--- src/rtl/ws2812b_frame_sequencer_if.sv ---
// Pixel stream handshake between the frame sequencer and the ws2812b strip core.
// The sequencer drives data/valid/latch; the core answers with ready.
interface ws2812b_frame_sequencer_if;
  logic [23:0] strip_data;
  logic        strip_valid;
  logic        strip_latch;
  logic        strip_ready;

  modport master (
    output strip_data,
    output strip_valid,
    output strip_latch,
    input  strip_ready
  );

  modport slave (
    input  strip_data,
    input  strip_valid,
    input  strip_latch,
    output strip_ready
  );
endinterface

--- src/rtl/ws2812b_frame_sequencer.sv ---
// Frame sequencer: buffers pixels, scales brightness and streams a frame
// to the ws2812b core, with optional timed auto-refresh.
module ws2812b_frame_sequencer #(
  parameter int NUM_PIXELS  = 16,
  parameter int IDX_W       = 4,
  parameter int REFRESH_GAP = 1024
) (
  input  logic                  clk,
  input  logic                  reset,
  input  logic                  wr_en,
  input  logic [IDX_W-1:0]      wr_addr,
  input  logic [23:0]           wr_data,
  input  logic                  start,
  input  logic [IDX_W:0]        frame_len,
  input  logic [7:0]            brightness,
  input  logic                  auto_refresh,
  ws2812b_frame_sequencer_if.master strip,
  output logic                  busy,
  output logic                  done,
  output logic [IDX_W-1:0]      pix_index
);

  localparam int GW = (REFRESH_GAP > 1) ? $clog2(REFRESH_GAP) : 1;

  typedef enum logic [2:0] {
    S_IDLE,
    S_LOAD,
    S_SEND,
    S_WAIT_LOW,
    S_WAIT_HIGH,
    S_GAP
  } state_t;

  state_t           r_state, w_state_nxt;
  logic [23:0]      r_buf [NUM_PIXELS];
  logic [IDX_W:0]   r_len, w_len_nxt;
  logic [7:0]       r_bright, w_bright_nxt;
  logic [IDX_W-1:0] r_idx, w_idx_nxt;
  logic [23:0]      r_data, w_data_nxt;
  logic             r_valid, w_valid_nxt;
  logic             r_latch, w_latch_nxt;
  logic             r_busy, w_busy_nxt;
  logic             r_done, w_done_nxt;
  logic [GW-1:0]    r_gap, w_gap_nxt;

  logic [IDX_W:0]   w_len_clamp;
  logic [23:0]      w_pix;
  logic [23:0]      w_scaled;
  logic             w_last;
  logic             w_xfer;
  logic             w_restart;

  function automatic logic [7:0] scale(
    input logic [7:0] c,
    input logic [7:0] b
  );
    logic [15:0] p;
    p = {8'd0, c} * ({8'd0, b} + 16'd1);
    return p[15:8];
  endfunction

  assign w_len_clamp =
    (frame_len > (IDX_W+1)'(NUM_PIXELS)) ?
    (IDX_W+1)'(NUM_PIXELS) : frame_len;

  assign w_pix    = r_buf[r_idx];
  assign w_scaled = {scale(w_pix[23:16], r_bright),
                     scale(w_pix[15:8],  r_bright),
                     scale(w_pix[7:0],   r_bright)};
  assign w_last   = ({1'b0, r_idx} == (r_len - (IDX_W+1)'(1)));
  assign w_xfer   = r_valid & strip.strip_ready;

  // start is only honoured when idle or waiting out the refresh gap
  assign w_restart = start &
    ((r_state == S_IDLE) | (r_state == S_GAP));

  always_ff @(posedge clk) begin
    if (wr_en)
      r_buf[wr_addr] <= wr_data;
  end

  always_ff @(posedge clk or posedge reset) begin
    if (reset)
      r_state <= S_IDLE;
    else
      r_state <= w_state_nxt;
  end

  always_comb begin
    w_state_nxt  = r_state;
    w_len_nxt    = r_len;
    w_bright_nxt = r_bright;
    w_idx_nxt    = r_idx;
    w_data_nxt   = r_data;
    w_valid_nxt  = r_valid;
    w_latch_nxt  = r_latch;
    w_busy_nxt   = r_busy;
    w_done_nxt   = 1'b0;
    w_gap_nxt    = r_gap;
    if (w_restart) begin
      w_len_nxt    = w_len_clamp;
      w_bright_nxt = brightness;
      w_idx_nxt    = '0;
      if (w_len_clamp == '0) begin
        w_state_nxt = S_IDLE;
        w_busy_nxt  = 1'b0;
        w_done_nxt  = 1'b1;
      end else begin
        w_state_nxt = S_LOAD;
        w_busy_nxt  = 1'b1;
      end
    end else begin
      unique case (r_state)
        S_IDLE: ;
        S_LOAD: begin
          w_data_nxt  = w_scaled;
          w_latch_nxt = w_last;
          w_valid_nxt = 1'b1;
          w_state_nxt = S_SEND;
        end
        S_SEND: begin
          if (w_xfer) begin
            w_valid_nxt = 1'b0;
            w_latch_nxt = 1'b0;
            w_done_nxt  = w_last;
            w_state_nxt = S_WAIT_LOW;
          end
        end
        S_WAIT_LOW: begin
          if (!strip.strip_ready)
            w_state_nxt = S_WAIT_HIGH;
        end
        S_WAIT_HIGH: begin
          if (strip.strip_ready) begin
            if (!w_last) begin
              w_idx_nxt   = r_idx + 1'b1;
              w_state_nxt = S_LOAD;
            end else if (auto_refresh) begin
              w_gap_nxt   = '0;
              w_state_nxt = S_GAP;
            end else begin
              w_busy_nxt  = 1'b0;
              w_state_nxt = S_IDLE;
            end
          end
        end
        S_GAP: begin
          if (!auto_refresh) begin
            w_busy_nxt  = 1'b0;
            w_state_nxt = S_IDLE;
          end else if (r_gap == GW'(REFRESH_GAP - 1)) begin
            w_idx_nxt   = '0;
            w_state_nxt = S_LOAD;
          end else begin
            w_gap_nxt = r_gap + 1'b1;
          end
        end
        default: w_state_nxt = S_IDLE;
      endcase
    end
  end

  always_ff @(posedge clk or posedge reset) begin
    if (reset) begin
      r_len    <= '0;
      r_bright <= '0;
      r_idx    <= '0;
      r_data   <= '0;
      r_valid  <= 1'b0;
      r_latch  <= 1'b0;
      r_busy   <= 1'b0;
      r_done   <= 1'b0;
      r_gap    <= '0;
    end else begin
      r_len    <= w_len_nxt;
      r_bright <= w_bright_nxt;
      r_idx    <= w_idx_nxt;
      r_data   <= w_data_nxt;
      r_valid  <= w_valid_nxt;
      r_latch  <= w_latch_nxt;
      r_busy   <= w_busy_nxt;
      r_done   <= w_done_nxt;
      r_gap    <= w_gap_nxt;
    end
  end

  assign strip.strip_data  = r_data;
  assign strip.strip_valid = r_valid;
  assign strip.strip_latch = r_latch;
  assign busy              = r_busy;
  assign done              = r_done;
  assign pix_index         = r_idx;

endmodule
--- src/flat_wrapper.sv ---
// flat-port wrapper written by rule: the top's interface ports become plain ports
module ws2812b_frame_sequencer_flat 
#(
  parameter int NUM_PIXELS  = 16,
  parameter int IDX_W       = 4,
  parameter int REFRESH_GAP = 1024
)
  (clk, reset, wr_en, wr_addr, wr_data, start, frame_len, brightness, auto_refresh, busy, done, pix_index, strip_strip_data, strip_strip_valid, strip_strip_latch, strip_strip_ready);
  ws2812b_frame_sequencer_if strip_i ();
  input  logic clk;
  input  logic reset;
  input  logic wr_en;
  input  logic [IDX_W-1:0] wr_addr;
  input  logic [23:0] wr_data;
  input  logic start;
  input  logic [IDX_W:0] frame_len;
  input  logic [7:0] brightness;
  input  logic auto_refresh;
  output logic busy;
  output logic done;
  output logic [IDX_W-1:0] pix_index;
  output wire logic [$bits(strip_i.strip_data)-1:0] strip_strip_data;
  output wire logic [$bits(strip_i.strip_valid)-1:0] strip_strip_valid;
  output wire logic [$bits(strip_i.strip_latch)-1:0] strip_strip_latch;
  input wire logic [$bits(strip_i.strip_ready)-1:0] strip_strip_ready;
  assign strip_strip_data = strip_i.strip_data;
  assign strip_strip_valid = strip_i.strip_valid;
  assign strip_strip_latch = strip_i.strip_latch;
  assign strip_i.strip_ready = strip_strip_ready;
  ws2812b_frame_sequencer #(.NUM_PIXELS(NUM_PIXELS), .IDX_W(IDX_W), .REFRESH_GAP(REFRESH_GAP)) u_core (.clk(clk), .reset(reset), .wr_en(wr_en), .wr_addr(wr_addr), .wr_data(wr_data), .start(start), .frame_len(frame_len), .brightness(brightness), .auto_refresh(auto_refresh), .strip(strip_i), .busy(busy), .done(done), .pix_index(pix_index));
endmodule
--- config.mk ---
export PLATFORM = sky130hd
export DESIGN_NAME = ws2812b_frame_sequencer_flat
export DESIGN_NICKNAME = d
export VERILOG_FILES = /design/src/rtl/ws2812b_frame_sequencer_if.sv /design/src/rtl/ws2812b_frame_sequencer.sv /design/src/flat_wrapper.sv
export SDC_FILE = /design/constraint.sdc
export NUM_CORES = 1
export LEC_CHECK = 0
export CORE_UTILIZATION = 55
export CTS_BUF_LIST = sky130_fd_sc_hd__clkbuf_16
export CTS_CLUSTER_SIZE = 12
export DETAILED_ROUTE_END_ITERATION = 10
export PLACE_DENSITY = 0.72
export SETUP_SLACK_MARGIN = 0.1
export SLEW_MARGIN = 15
export SYNTH_ARGS = -nofsm -noshare
export SYNTH_HDL_FRONTEND = slang
export SYNTH_SLANG_ARGS = --single-unit
export TNS_END_PERCENT = 1
--- constraint.sdc ---
create_clock -name clk -period 7.85 [get_ports clk]
set_input_delay 1.57 -clock clk [delete_from_list [all_inputs] [get_ports clk]]
set_output_delay 1.57 -clock clk [all_outputs]
set_load 0.02 [all_outputs]
==> results of run 1 <==
==> through the flow <==
| stage | setup slack, ns | area [um2] | instances | utilization, % | hold WS [ns] |
|---|---|---|---|---|---|
| final | 1.21 | 26800 | 2377 | 63.4 | 0.479 |
| after floorplan | 1.01 | 23700 | 1698 | - | 0.476 |
| after detailed placement | 1.21 | 25300 | 2304 | 59.9 | 0.471 |
| after global routing | 0.815 | 26800 | 2377 | 63.4 | 0.498 |
| after CTS | 1.20 | 26800 | 2376 | 63.4 | 0.487 |
| after global placement | 1.37 | 25300 | 2304 | 59.9 | 0.466 |
==> metal layers <==
layer / vias to the layer above / part of all wire, % / global-route usage (%)
met1: 7177 / 42 / 33.3
li1: 6290 / - / -
met2: 478 / 50 / 42.5
met4: 2 / 2.5 / 8.16
met5: - / 0.025 / 0
met3: 102 / 5.7 / 3.38
==> cell usage in the layout (no fill, tap or decap), types with 15 or more instances in the layout <==
cell type,instances
edfxtp_1,384
nor2_1,185
inv_1,184
nand2_1,139
fa_1,120
ha_1,100
clkdlybuf4s50_1,78
mux4_2,74
dfrtp_1,55
buf_4,51
clkbuf_16,47
xnor2_1,36
o21ai_0,33
nand3_1,33
nand2b_1,21
mux4_1,20
or2_2,18
a21oi_1,17
o21ai_1,17
mux2i_1,16
nor3_1,15
==> worst paths after layout <==
| path | end | slack, ns | cells past startpoint |
|---|---|---|---|
| max in group asynchronous | u_core.pix_index[0] | 5.74 | 3 |
| worst max-delay path | u_core.strip.strip_data[23] | 1.21 | 21 |
| worst min register to register | u_core.strip.strip_data[12] | 0.48 | 2 |
| worst max register to register | u_core.strip.strip_data[23] | 1.21 | 21 |
| min in group asynchronous | u_core.r_state[0] | 1.54 | 3 |
| worst min-delay path | u_core.strip.strip_data[12] | 0.48 | 2 |
==> flip-flops by register name (all words and copies together) (netlist names) <==
register / flops
u_core.r_buf: 384
u_core.strip.strip_data: 24
u_core.r_gap: 10
u_core.r_bright: 8
u_core.r_len: 5
u_core.pix_index: 4
u_core.r_state: 3
u_core.busy: 1
u_core.done: 1
u_core.strip.strip_latch: 1
u_core.strip.strip_valid: 1
==> final cells by class <==
class / count / area (um2) / area share [%]
Antenna cell: 1 / 2.50 / 0.00935
Sequential cell: 442 / 13000 / 48.5
Timing Repair Buffer: 131 / 1200 / 4.50
Multi-Input combinational cell: 1017 / 9780 / 36.6
Tap cell: 539 / 674 / 2.52
Clock inverter: 25 / 277 / 1.03
Inverter: 175 / 657 / 2.45
Clock buffer: 47 / 1180 / 4.39
==> critical path: stages (launching register included) <==
cell	delay (ns)
dfrtp_4	0.63
buf_4	0.31
mux4_2	0.53
nand2_1	0.09
nand2_1	0.05
o21ai_1	0.66
nor2_1	0.13
fa_1	0.53
inv_1	0.05
fa_1	0.53
inv_1	0.05
fa_1	0.49
fa_1	0.41
ha_1	0.31
or4bb_1	0.50
nor3_1	0.19
a22oi_2	0.13
o211ai_2	0.20
and3_4	0.23
nor3_1	0.06
o211a_1	0.22
a211o_1	0.22
==> cell families after synthesis <==
family                   count (synthesis)  synth area share (%)
XOR/XNOR                                49                  1.81
buffers and inverters                  239                  4.19
AND/OR/NAND/NOR                        493                  9.38
adder cells (fa/ha/maj)                220                  15.4
multiplexers                           124                  10.6
AO/OA/AOI/OAI                          131                  3.86
flip-flops                             442                  54.8
==> summary.md, run 1 <==
| Metric | Value |
|---|---|
| DRT Wirelength | 52500 um |
| Critical Path AT | 7.11 ns |
| Max_cap viols | 0 |
| Layout cell share with drive strength beyond 1 | 13.8% |
| Final setup viols | 0 |
| DR iter-0 viols | 1281 |
| Gpl congestion | 0.885 |
| Largest net degree at the start of global routing | 59 |
| Outcome | completed |
| CP required | 8.32 ns |
| Vias in the first global route | 14600 |
| Area growth syn-to-layout | 12.9% |
| Post-synth ARST share | 13.1% |
| Period utilization | 84.6% |
| Core area | 0.0422 mm2 |
| Post-CTS Setup Bufs | 0 |
| Post-DP HPWL | 33300 um |
| Die area | 0.0439 mm2 |
| Critical path type | reg2reg |
| Initial antenna violation count | 2 |
| Setup TNS | 0 ns |
| CTS resizes | 0 |
| Synth Cell Area | 0.0237 mm2 |
| Post-DR vias/cell | 5.91 |
| TritonCTS sink count | 442 |
| CTS buffer count | 46 |
| Worst-Margin Slew | 1.01 ns |
| EDFF count, synth | 384 |
| Final hold vios | 0 |
| Syn avg cell area | 14.0 um2 |
| Worst Hold Launch | u_core.strip.strip_data[12] |
| Area contributors post-synth | edfxtp_1 (49%), fa_1 (10%), mux4_2 (7.0%), dfrtp_1 (6.1%), ha_1 (5.3%) |
| Startpoint types | flop |
| # IOs | 79 |
| Worst-path clk slew | 0.06 ns |
| Antenna viol nets, final | 0 |
| Worst rel slew slack | 32.2% |
| Post-synth top flop | edfxtp_1 |
| Reg-to-Reg Start | u_core.pix_index[0] |
| F_max | 151 MHz |
| Gr usage total | 24.9% |
| Top-count cell post-synth | edfxtp_1 |
| Routed length per instance | 22.1 um |
| Drt drc | 0 |
| Clk_lat worst skew | 0.58 ns |
| Most instantiated cells after synthesis | edfxtp_1 (384), nor2_1 (197), inv_1 (173) |
| RSZ-0062 raised after global routing | no |
| Post-synth cell types | 76 |
| Drt pass-1 iters | 5 |
| CTS tree | yes |
| Mapped Nets | 1965 |
| Top cell type's share of synthesized area | 48.6% |
| Die Y | 210 um |
| Port buffer count | 78 |
| Die Span X | 210 um |
| FF+latch count, synth | 442 |
| CTS H-tree lvls | 2 |
| Synth warn | 0 |
| GRT overflow | 0 |
| Clk_skew | 0.0175 ns |
| Crit. Startpoint | u_core.pix_index[0] |
| Rows | 75 |
| Synth area leader | edfxtp_1 |
| Pins Over Slew Limit | 0 |
| Nets@finish | 2080 |
| Seq/Total Area, Yosys | 54.8% |
| Initial Utilization | 56.1% |
| Min-delay worst type | reg2reg |
| Minimum clock period | 6.64 ns |
| Clock root buffer | clkbuf_16 |
| Vias post-DR | 14000 |
| CTS Hold Buffers Added | 0 |
| Cell count after synthesis | 1698 |
| First-pass GRT wire length | 82300 um |
| Crit. End Element | flop |
| Fill count | 3081 |
| Crit path max fanout | 16 |
| Clock tree buffer depth | 3 |
Power of run 1 is not shown: default switching activity piles up to over one toggle a cycle in this logic, so the estimate is an artifact.
==> run 2, diff against run 1 <==
- clock period: 7.85 -> 6.9 ns (I/O delays scaled with it)
==> run 2 against run 1 <==
Compared with the run above:
- clock skew barely moved
- global-route usage fell by 0.14 points
- final area is 0.49% higher
- routed wire length down 0.17%
- final cell count is 0.55% higher
- critical path type unchanged
==> summary.md, run 2 (synthesis results as in run 1) <==
| Metric | Value |
|---|---|
| Most flops, register | u_core.r_buf |
| Gr usage total | 24.8% |
| WHS | 0.480 ns |
| Post-DR vias/cell | 5.88 |
| CTS H-tree lvls | 2 |
| Minimum clock period | 6.33 ns |
| Most frequent cells in the layout | edfxtp_1 (384), nor2_1 (185), inv_1 (178), nand2_1 (139), fa_1 (120) |
| Drt drc | 0 |
| Clk_skew | 0.0176 ns |
| Min-delay worst type | reg2reg |
| Final hold vios | 0 |
| Antenna viol nets, final | 0 |
| Gpl congestion | 0.918 |
| Commonest non-fill, non-tap cell in the layout | edfxtp_1 |
| Port buffer count | 78 |
| DRT Wirelength | 52400 um |
| Worst-path clk slew | 0.06 ns |
| Routed length per instance | 21.9 um |
| Vias post-DR | 14100 |
| F_max | 158 MHz |
| Clock tree buffer depth | 3 |
| First-pass GRT wire length | 81900 um |
| GRT overflow | 0 |
| Pins Over Slew Limit | 0 |
| # IOs | 79 |
| Drt pass-1 iters | 5 |
| Post-DP HPWL | 33600 um |
| Setup TNS | 0 ns |
| Area growth syn-to-layout | 13.4% |
| Crit. End Element | flop |
| Post-CTS Setup Bufs | 0 |
| Die Y | 210 um |
| Rows | 75 |
| DR iter-0 viols | 1201 |
| Ant diodes | 0 |
| CTS tree | yes |
| Critical path type | reg2reg |
| Die Span X | 210 um |
| Initial antenna violation count | 1 |
| Final setup viols | 0 |
| Period utilization | 91.7% |
| Layout cell share with drive strength beyond 1 | 14.6% |
| Finished Cell Area | 0.0269 mm2 |
| Area after DPL | 0.0255 mm2 |
| RSZ-0062 raised after global routing | no |
| Max_cap viols | 0 |
| Largest net degree at the start of global routing | 59 |
| Worst rel slew slack | 33.3% |
| CP required | 7.35 ns |
| CTS resizes | 0 |
| Worst-Margin Slew | 0.995 ns |
| Initial Utilization | 56.1% |
| Vias in the first global route | 14500 |
| Nets@finish | 2096 |
| Outcome | completed |
| TritonCTS sink count | 442 |
| Clk_lat worst skew | 0.59 ns |
| Max reg flops | 384 |
| Core area | 0.0422 mm2 |
| CTS buffer count | 47 |
| Startpoint types | flop |
| Die area | 0.0439 mm2 |
| Critical Path AT | 6.78 ns |
| Crit path max fanout | 31 |
| CTS Hold Buffers Added | 0 |
| Clock root buffer | clkbuf_16 |
## run 2: through the flow
step | util, % | setup slack [ns] | cells
after floorplan | - | 0.104 | 1698
after global placement | 60.3 | 0.675 | 2319
after detailed placement | 60.3 | 0.595 | 2319
after CTS | 63.7 | 0.550 | 2390
after global routing | 63.7 | 0.224 | 2390
final | 63.7 | 0.571 | 2390
## run 2: critical path, cell delays in order, from the launching register on
cell      delay [ns]
dfrtp_4         0.76
buf_4           0.33
buf_4           0.20
mux4_1          0.30
nor2_1          0.11
nor2_1          0.05
o221ai_1        0.57
nor2_1          0.14
fa_1            0.51
ha_1            0.28
inv_1           0.04
fa_1            0.47
inv_1           0.04
ha_1            0.26
nand4_1         0.13
or4b_2          0.68
o41ai_2         0.15
a311oi_2        0.27
nor4b_2         0.47
nor4_1          0.13
a221o_1         0.29
## run 2: path summary, 6_finish.rpt
check / startpoint / end / slack (ns) / cells after the start
setup reg to reg: u_core.pix_index[1] / u_core.strip.strip_data[14] / 0.57 / 20
min in group asynchronous: reset / u_core.r_bright[4] / 1.34 / 3
setup / recovery: u_core.pix_index[1] / u_core.strip.strip_data[14] / 0.57 / 20
hold reg to reg: u_core.strip.strip_data[4] / u_core.strip.strip_data[4] / 0.48 / 2
max in group asynchronous: reset / u_core.pix_index[0] / 4.93 / 3
hold / removal: u_core.strip.strip_data[4] / u_core.strip.strip_data[4] / 0.48 / 2
## run 2: final cells by class
cell class | instances | area [um2]
fill | 3091 | 15300
tap | 539 | 674
clock inverter | 23 | 240
clock buffer | 48 | 1200
multi-input combinational | 1017 | 9800
timing repair buffer | 146 | 1330
sequential | 442 | 13000
inverter | 175 | 657
## run 2: layer usage
layer / vias up / share of wire, % / track usage (%)
met5: - / 0.025 / 0
met4: 2 / 1.8 / 6.34
met3: 69 / 6.1 / 4.22
met2: 491 / 50 / 41.5
met1: 7177 / 42 / 34.0
li1: 6314 / - / -
Power of run 2 is left out for the same reason.
